## src/rtl/weight_bus_ctrl.sv

```systemverilog
// AXI4-Lite slave owning the host side of the coupled-cell weight bus: address
// decode to one-hot cell select + direction, single-cycle write strobes, readback.
module weight_bus_ctrl #(
   parameter int N           = 4,
   parameter int NUM_WEIGHTS = 15,
   parameter int IDX_W       = $clog2(N)
) (
   input  logic                clk,
   input  logic                axi_rst,
   input  logic [31:0]         s_awaddr,
   input  logic                s_awvalid,
   output logic                s_awready,
   input  logic [31:0]         s_wdata,
   input  logic [3:0]          s_wstrb,
   input  logic                s_wvalid,
   output logic                s_wready,
   output logic [1:0]          s_bresp,
   output logic                s_bvalid,
   input  logic                s_bready,
   input  logic [31:0]         s_araddr,
   input  logic                s_arvalid,
   output logic                s_arready,
   output logic [31:0]         s_rdata,
   output logic [1:0]          s_rresp,
   output logic                s_rvalid,
   input  logic                s_rready,
   output logic                cell_wready,
   output logic [N*N-1:0]      cell_sel,
   output logic                cell_vh,
   output logic [31:0]         cell_wdata,
   input  logic [N*N*32-1:0]   cell_rdata
);
   localparam int W        = $clog2(NUM_WEIGHTS);
   localparam int CELLS    = N*N;
   localparam int SIDX_W   = $clog2(CELLS);
   localparam int ADDR_TOP = 3 + 2*IDX_W;

   typedef enum logic [2:0] {
      S_IDLE, S_WR_ACC, S_WR_STB, S_WR_RSP, S_RD_SEL, S_RD_RSP
   } state_t;

   typedef struct packed {
      logic              ok;
      logic              vh;
      logic [SIDX_W-1:0] idx;
   } dec_t;

   function automatic dec_t decode(input logic [31:0] a);
      dec_t d;
      int   row;
      int   col;
      row   = int'(a[3+IDX_W +: IDX_W]);
      col   = int'(a[3 +: IDX_W]);
      d.vh  = a[2];
      d.ok  = (row < N) && (col < N) && (a[31:ADDR_TOP] == '0);
      d.idx = SIDX_W'(row*N + col);
      return d;
   endfunction

   state_t         r_state, w_next;
   logic [31:0]    r_awaddr, r_araddr;
   logic [W-1:0]   r_wdata, r_rdata;
   logic           r_wstrb0, r_aw_got, r_w_got;
   logic [1:0]     r_bresp, r_rresp;

   logic           w_aw_hs, w_w_hs, w_ar_hs;
   dec_t           w_wr_dec, w_rd_dec;
   logic           w_wr_err, w_wr_stb;
   logic [CELLS-1:0] w_wr_onehot, w_rd_onehot;
   logic [W-1:0]   w_rd_slot;
   logic           w_unused;

   assign w_aw_hs     = s_awvalid & s_awready;
   assign w_w_hs      = s_wvalid & s_wready;
   assign w_ar_hs     = s_arvalid & s_arready;
   assign w_wr_dec    = decode(r_awaddr);
   assign w_rd_dec    = decode(r_araddr);
   assign w_wr_err    = ~w_wr_dec.ok | (int'(r_wdata) >= NUM_WEIGHTS);
   assign w_wr_stb    = ~w_wr_err & r_wstrb0;
   assign w_wr_onehot = CELLS'(1) << w_wr_dec.idx;
   assign w_rd_onehot = CELLS'(1) << w_rd_dec.idx;
   assign w_rd_slot   = cell_rdata[32*int'(w_rd_dec.idx) +: W];
   assign w_unused    = ^{s_wdata[31:W], s_wstrb[3:1], r_awaddr[1:0], r_araddr[1:0]};

   assign s_bresp = r_bresp;
   assign s_rresp = r_rresp;
   assign s_rdata = {{(32-W){1'b0}}, r_rdata};

   always_ff @(posedge clk) begin
      if (axi_rst) r_state <= S_IDLE;
      else         r_state <= w_next;
   end

   always_comb begin
      w_next = r_state;
      case (r_state)
         S_IDLE: begin
            if (w_aw_hs & w_w_hs)      w_next = S_WR_STB;
            else if (w_aw_hs | w_w_hs) w_next = S_WR_ACC;
            else if (w_ar_hs)          w_next = S_RD_SEL;
         end
         S_WR_ACC: if ((r_aw_got | w_aw_hs) & (r_w_got | w_w_hs)) w_next = S_WR_STB;
         S_WR_STB: w_next = S_WR_RSP;
         S_WR_RSP: if (s_bvalid & s_bready) w_next = S_IDLE;
         S_RD_SEL: w_next = S_RD_RSP;
         S_RD_RSP: if (s_rvalid & s_rready) w_next = S_IDLE;
         default:  w_next = S_IDLE;
      endcase
   end

   // Readies are held low during reset so nothing is accepted on the reset edge.
   always_comb begin
      s_awready   = 1'b0;
      s_wready    = 1'b0;
      s_arready   = 1'b0;
      s_bvalid    = 1'b0;
      s_rvalid    = 1'b0;
      cell_wready = 1'b0;
      cell_sel    = '0;
      cell_vh     = 1'b0;
      cell_wdata  = '0;
      case (r_state)
         S_IDLE: begin
            s_awready = ~axi_rst;
            s_wready  = ~axi_rst;
            s_arready = ~axi_rst & ~s_awvalid & ~s_wvalid;
         end
         S_WR_ACC: begin
            s_awready = ~axi_rst & ~r_aw_got;
            s_wready  = ~axi_rst & ~r_w_got;
         end
         S_WR_STB: begin
            if (w_wr_stb & ~axi_rst) begin
               cell_wready = 1'b1;
               cell_sel    = w_wr_onehot;
               cell_vh     = w_wr_dec.vh;
               cell_wdata  = {{(32-W){1'b0}}, r_wdata};
            end
         end
         S_WR_RSP: s_bvalid = 1'b1;
         S_RD_SEL: begin
            cell_vh = w_rd_dec.vh;
            if (w_rd_dec.ok) cell_sel = w_rd_onehot;
         end
         S_RD_RSP: s_rvalid = 1'b1;
         default: ;
      endcase
   end

   always_ff @(posedge clk) begin
      if (axi_rst) begin
         r_awaddr <= '0;
         r_araddr <= '0;
         r_wdata  <= '0;
         r_wstrb0 <= 1'b0;
         r_aw_got <= 1'b0;
         r_w_got  <= 1'b0;
         r_bresp  <= 2'b00;
         r_rdata  <= '0;
         r_rresp  <= 2'b00;
      end else begin
         if (w_aw_hs) begin
            r_awaddr <= s_awaddr;
            r_aw_got <= 1'b1;
         end
         if (w_w_hs) begin
            r_wdata  <= s_wdata[W-1:0];
            r_wstrb0 <= s_wstrb[0];
            r_w_got  <= 1'b1;
         end
         if (r_state == S_WR_STB) begin
            r_aw_got <= 1'b0;
            r_w_got  <= 1'b0;
            r_bresp  <= w_wr_err ? 2'b10 : 2'b00;
         end
         if (w_ar_hs) r_araddr <= s_araddr;
         if (r_state == S_RD_SEL) begin
            r_rdata <= w_rd_dec.ok ? w_rd_slot : '0;
            r_rresp <= w_rd_dec.ok ? 2'b00 : 2'b10;
         end
      end
   end

endmodule

```

## config.mk

```make
export PLATFORM = sky130hd
export DESIGN_NAME = weight_bus_ctrl
export DESIGN_NICKNAME = d
export VERILOG_FILES = /design/src/rtl/weight_bus_ctrl.sv
export SDC_FILE = /design/constraint.sdc
export NUM_CORES = 1
export LEC_CHECK = 0
export BUFFER_PORTS_ARGS = -buffer_cell sky130_fd_sc_hd__buf_4
export CAP_MARGIN = 20
export CORE_AREA = 2 2 273 275
export CTS_CLUSTER_SIZE = 12
export DETAILED_ROUTE_END_ITERATION = 16
export DIE_AREA = 0 0 275 277
export GPL_TIMING_DRIVEN = 1
export HOLD_SLACK_MARGIN = 0.1
export SETUP_SLACK_MARGIN = 0.05
export SYNTH_ARGS = -nofsm -noshare
export SYNTH_HDL_FRONTEND = slang
export SYNTH_SLANG_ARGS = --single-unit
```

## constraint.sdc

```tcl
create_clock -name clk -period 2.65 [get_ports clk]
set_input_delay 0.3975 -clock clk [delete_from_list [all_inputs] [get_ports clk]]
set_output_delay 0.3975 -clock clk [all_outputs]
set_load 0.02 [all_outputs]
```

### After elaboration in Yosys (flattened, before gate mapping)

Index checks and enable logic that the tools add are counted.

* multiplexer cells: 24
* reductions and logical operators: 5
* bitwise gates (word level): 24
* div/mod/pow operators: 0
* shifts and indexed selects: 3
* $add $sub $neg: 2
* order comparisons: 1
* eq/ne operators: 9
* $mul: 0

Operators with widths (count)
* indexed part select 512 x 10 -> 4 bit: 1
* zero test 25 bit: 2
* two-way mux 16 bit: 2
* case mux 16 bit (2 select lines): 1
* << shifter 1 x 4 -> 16 bit (first input constant): 2
* two-way mux 3 bit: 6
* case mux 3 bit (6 select lines): 1
* AND 1 bit: 13
* two-way mux 4 bit: 3
* adder 4 x 2 -> 4 bit: 2
* inverter 1 bit: 7
* equality test 3 x 2 -> 1 bit (second input constant): 2
* equality test 3 bit (second input constant): 2
* two-way mux 1 bit: 6
* != test 2 bit (second input constant): 3
* case mux 1 bit (2 select lines): 3
* greater-or-equal comparator 4 bit (second input constant): 1
* two-way mux 2 bit: 2
* != test 4 bit (second input constant): 1
* OR 1 bit: 4
* AND reduction 4 bit: 1
* equality test 3 x 1 -> 1 bit (second input constant): 1
* zero test 3 bit: 1
* OR reduction 2 bit: 1

* bits in read-only memories: 0
* latch bits: 0
* output and inout port bits: 91
* bits in writable memories: 0
* memories: 0
* register bits after elaboration: 82
* word-level logic and storage cells: 78

### Depth between registers and ports, before layout

* word-level depth: 9
* mapped depth: 10
* depth with buffers taken out: 8

### Worst setup path before layout

No wires, ideal clock.

* kind: in2reg
* from: input axi_rst
* to: register r_state[1]
* data required time: 2.534 ns
* path buffers: 2
* data arrival time: 2.436 ns
* stages: 9
* path slack: 0.097 ns
* library setup time: 0.116 ns
* cell sequence: buf_2 a2111oi_4 nand2_1 clkbuf_1 ha_1 or4b_4 a311oi_4 a311oi_2 o211a_1

* word-level cells in the longest chain between the ends: 8

Ends and longest elaborated chain
* start: declaration: line 9 `input logic axi_rst,`
* inverter 1 bit (*): line 124, 129
* AND 1 bit: line 129 `s_awready = ~axi_rst & ~r_aw_got;`
* case mux 1 bit (2 select lines) (*): line 122 `case (r_state)`
* net s_awready: line 12 `output logic s_awready,`
* AND 1 bit (*): line 73 `assign w_aw_hs = s_awvalid & s_awready;`
* OR 1 bit, on equally long branches: line 99, 102
* two-way mux 3 bit / AND 1 bit (equally long branches): line 99, 102
* two-way mux 3 bit / != test 2 bit (equally long branches)
* case mux 3 bit (6 select lines) / AND reduction 4 bit (equally long branches)
* end signal: assignment: line 91 `else r_state <= w_next;`
* end: declaration: line 60 `state_t r_state, w_next;`

The timed path passes the listed nets; every way through them passes the cells marked *.
A chain may end at the register's enable or synchronous reset.

### Worst setup path in the final report

* from: register r_awaddr[11]
* to: output cell_sel[12]

* word-level cells in the longest chain between the ends: 8

Ends and longest elaborated chain
* start: declaration: line 61 `logic [31:0] r_awaddr, r_araddr;`
* start signal: assignment: line 163 `r_awaddr <= s_awaddr;`
* zero test 25 bit: line 55 `d.ok = (row < N) && (col < N) && (a[31:ADDR_TOP] == '0);`
* inverter 1 bit: line 78 `assign w_wr_err = ~w_wr_dec.ok | (int'(r_wdata) >= NUM_WEIGHTS);`
* OR 1 bit: line 78
* inverter 1 bit: line 79 `assign w_wr_stb = ~w_wr_err & r_wstrb0;`
* AND 1 bit: line 79
* AND 1 bit: line 133 `if (w_wr_stb & ~axi_rst) begin`
* two-way mux 16 bit: line 133
* case mux 16 bit (2 select lines): line 122
* end: declaration: line 28 `output logic [N*N-1:0] cell_sel,`

Every way passes these cells.

==> impl_metrics.yaml <==
run_status:
  status: "complete, no violations"
floorplan:
  die_x_um: 275
  core_area_um2: 73600
  start_util: 0.0587
  die_h_um: 277
  io_pins: 710
  rows: 100
  die_area_um2: 76200
finish:
  layout.cells.non_filler: 1673
  nFillCells: 8619
  drive_gt1_frac: 0.402
  area_growth_pct: 68.7
  final_common_cell: "buf_4"
  final_area_um2: 7280
  nNetsFinal: 1318
  mostFrequentLayoutCells: "buf_4, nand2_1, dfxtp_1"
detailed_routing:
  first_pass_iters: 6
  wl_per_cell_um: 11.7
  drtAntennaViolNets: 0
  via_count: 4294
  wirelength_mm: 19.6
  via_per_inst: 2.57
  drt-initial-drc-count: 126
  drc: 0
yosys:
  yosysTopAreaCellShare: 0.352
  synth_cells: 519
  async_reset_ff_frac: 0
  ys.flop_type: "dfxtp_1"
  syn_area_um2: 4320
  synth_area_per_cell_um2: 8.32
  synthDistinctLibCells: 49
  synth_edf_count: 0
  synth_seq_cells: 76
  synth.area.top_cells: "dfxtp_1, nand2_1, buf_4"
  synth_largest_area_cell: "dfxtp_1"
  ys_warn_count: 0
  seq_area_frac_synth: 0.352
pwr:
  power_frac_comb: 0.348
  switching_power_mw: 1.57
  ir_worst_vdd_mv: 0.430
  pwr-share-clk: 0.325
  netSwitchingFraction: 0.371
  seq_power_share: 0.327
  internal_power_mw: 2.67
  p_per_area_nw_per_um2: 582
  p_leak_nw: 2.66
setup_path:
  rrSetupSlack_ps: 240
  r2r_end: "r_state[1]"
  critical_path_class: "reg2out"
  critPathRequiredTime_ps: 2250
  reg2regPathDepth: 8
  endpoint_kind: "primary output"
  critPathMaxStageDelay_ps: 330
  worstPathArrival_ps: 2150
  path_cells: "nor4_4, buf_4, and4_4, nand4_1, buf_6, clkinv_8, buf_8, a32o_2, buf_6"
  cp-startpoint: "r_awaddr[11]"
  slowest_stage: "dfxtp_2"
  crit_fanout: 7
  start_kind: "register"
  path_common_cell: "buf_6"
  r2r-start: "r_state[1]"
place:
  port_buffers: 168
  place_ws_ps: 146
  gp_congestion: 0.762
  placed_cells: 1652
  placed_cell_area_um2: 6650
  dp_hpwl_mm: 16.0
clock_tree:
  clk_latency_ps: 370
  cts_num_sinks: 76
  cts_tree: "done"
  cts-htree-levels: 3
  clockBufferDepth: 2
  cts-root-buf: "clkbuf_16"
  cts.clk_slew.worst_paths_ps: 70
  ctsHoldBuffers: 0
  numCtsBuffers: 9
timing:
  timing.final.crit_share: 0.963
  slew-limit-headroom: 0.449
  rsz0062_at_grt: "yes"
  skew_ps: 10.4
  min_period_ps: 2550
  tightest_slew_ps: 825
  setup_viol: 0
  setup_ws_ps: 97.8
  slew_viol_final: 0
  fmax_mhz: 392
  finalHoldViolations: 0
global_routing:
  antenna_found_initial: 4
  grt_usage: 0.0512
  grt_max_degree: 33
  grt_first_pass_wirelength_mm: 27.2
  gr-total-overflow: 0
  grt_pass1_vias: 4242
flow_run:
  drv_cap: 0
min_path:
  hp-class: "in2reg"
  min-delay-start: "s_araddr[2]"
  worstHoldPathCells: 3
  min_to: "r_araddr[2]"
through the flow:
step,hold WS (ps),power (mW),TNS (ps),util
5_1_grt,253,4.52,-11.5,0.0990
4_1_cts,242,4.31,-5.00,0.0980
6_report,265,4.24,0,0.0990
3_3_place_gp,443,2.84,0,0.0904
3_5_place_dp,446,2.85,0,0.0904
2_1_floorplan,432,2.28,0,-
repair_timing:
action | 4_1_cts | 5_1_grt
gates resized for setup | 57 | 14
hold endpoints to repair | 0 | 0
buffers inserted | 2 | 0
cloned | 1 | 0
endpoints found under the setup margin | 22 | 21
pin swaps | 11 | 4
layer usage:
metal,share of wire,wire length [um],GRT usage,up-vias
met4,0.038,743,0.0274,2
met3,0.10,1970,0.0208,26
met2,0.43,8410,0.0763,211
met1,0.43,8450,0.0622,1982
li1,-,-,-,2073
met5,0.00066,13,0,-
power groups by stage:
| stage | Sequential, mW | Clock, mW | Combinational (mW) |
|---|---|---|---|
| 2_1_floorplan | 1.37 | 0 | 0.903 |
| 6_report | 1.39 | 1.38 | 1.47 |
| 5_1_grt | 1.41 | 1.48 | 1.64 |
| 3_3_place_gp | 1.40 | 0 | 1.45 |
| 4_1_cts | 1.38 | 1.43 | 1.50 |
| 3_5_place_dp | 1.40 | 0 | 1.45 |
cell type report:
type / instances / area, um2 / area share
timing repair buffer: 203 / 1630 / 0.223
inverter: 7 / 38.8 / 0.00533
clock inverter: 7 / 91.3 / 0.0125
multi-input combinational: 400 / 2560 / 0.351
tap: 969 / 1210 / 0.167
antenna: 2 / 5.00 / 0.000687
sequential: 76 / 1530 / 0.209
clock buffer: 9 / 225 / 0.0309
cells in the mapped netlist, types with 3 or more instances:
master and count:
nor2b_1 9, nor3b_1 3, nand3_1 7, nand2b_1 3
a22o_1 4, nor2_1 12, and4_1 5, nor4_1 10
inv_1 5, buf_2 15, nand2_1 134, o32ai_1 4
a21oi_1 68, buf_4 58, dfxtp_1 76, a32o_1 13
mux4_2 16, nor3_1 7, and2_1 8, clkbuf_1 17
a22oi_1 6, nand4_1 5
worst max path at each step:
| stage | end | slack [ps] | cells after the start |
|---|---|---|---|
| after floorplan | r_state[1] | 100 | 9 |
| after global placement | cell_sel[10] | 160 | 9 |
| after detailed placement | cell_sel[6] | 150 | 9 |
| after CTS | cell_vh | -5 | 9 |
| after global routing | cell_sel[14] | -4 | 9 |
| final | cell_sel[12] | 100 | 9 |
critical path: cells and delay by family (launching register included):
kind	cells	cell delay (ps)
flops	1	330
buf+inv	5	670
compound gates	1	190
simple gates	3	590
cell families after synthesis:
family / synth area share
AO/OA/AOI/OAI: 0.179
adder cells (fa/ha/maj): 0.00580
buffers and inverters: 0.143
flip-flops: 0.352
multiplexers: 0.0858
other: 0.000869
AND/OR/NAND/NOR: 0.232
registers in the layout, indices dropped and copies added, names as in the netlist:
register,count
r_araddr,30
r_aw_got,1
r_awaddr,30
r_rdata,4
r_state,3
r_w_got,1
r_wdata,4
r_wstrb0,1
s_bresp,1
s_rresp,1
Note: power is estimated with default switching activity, not from simulation.
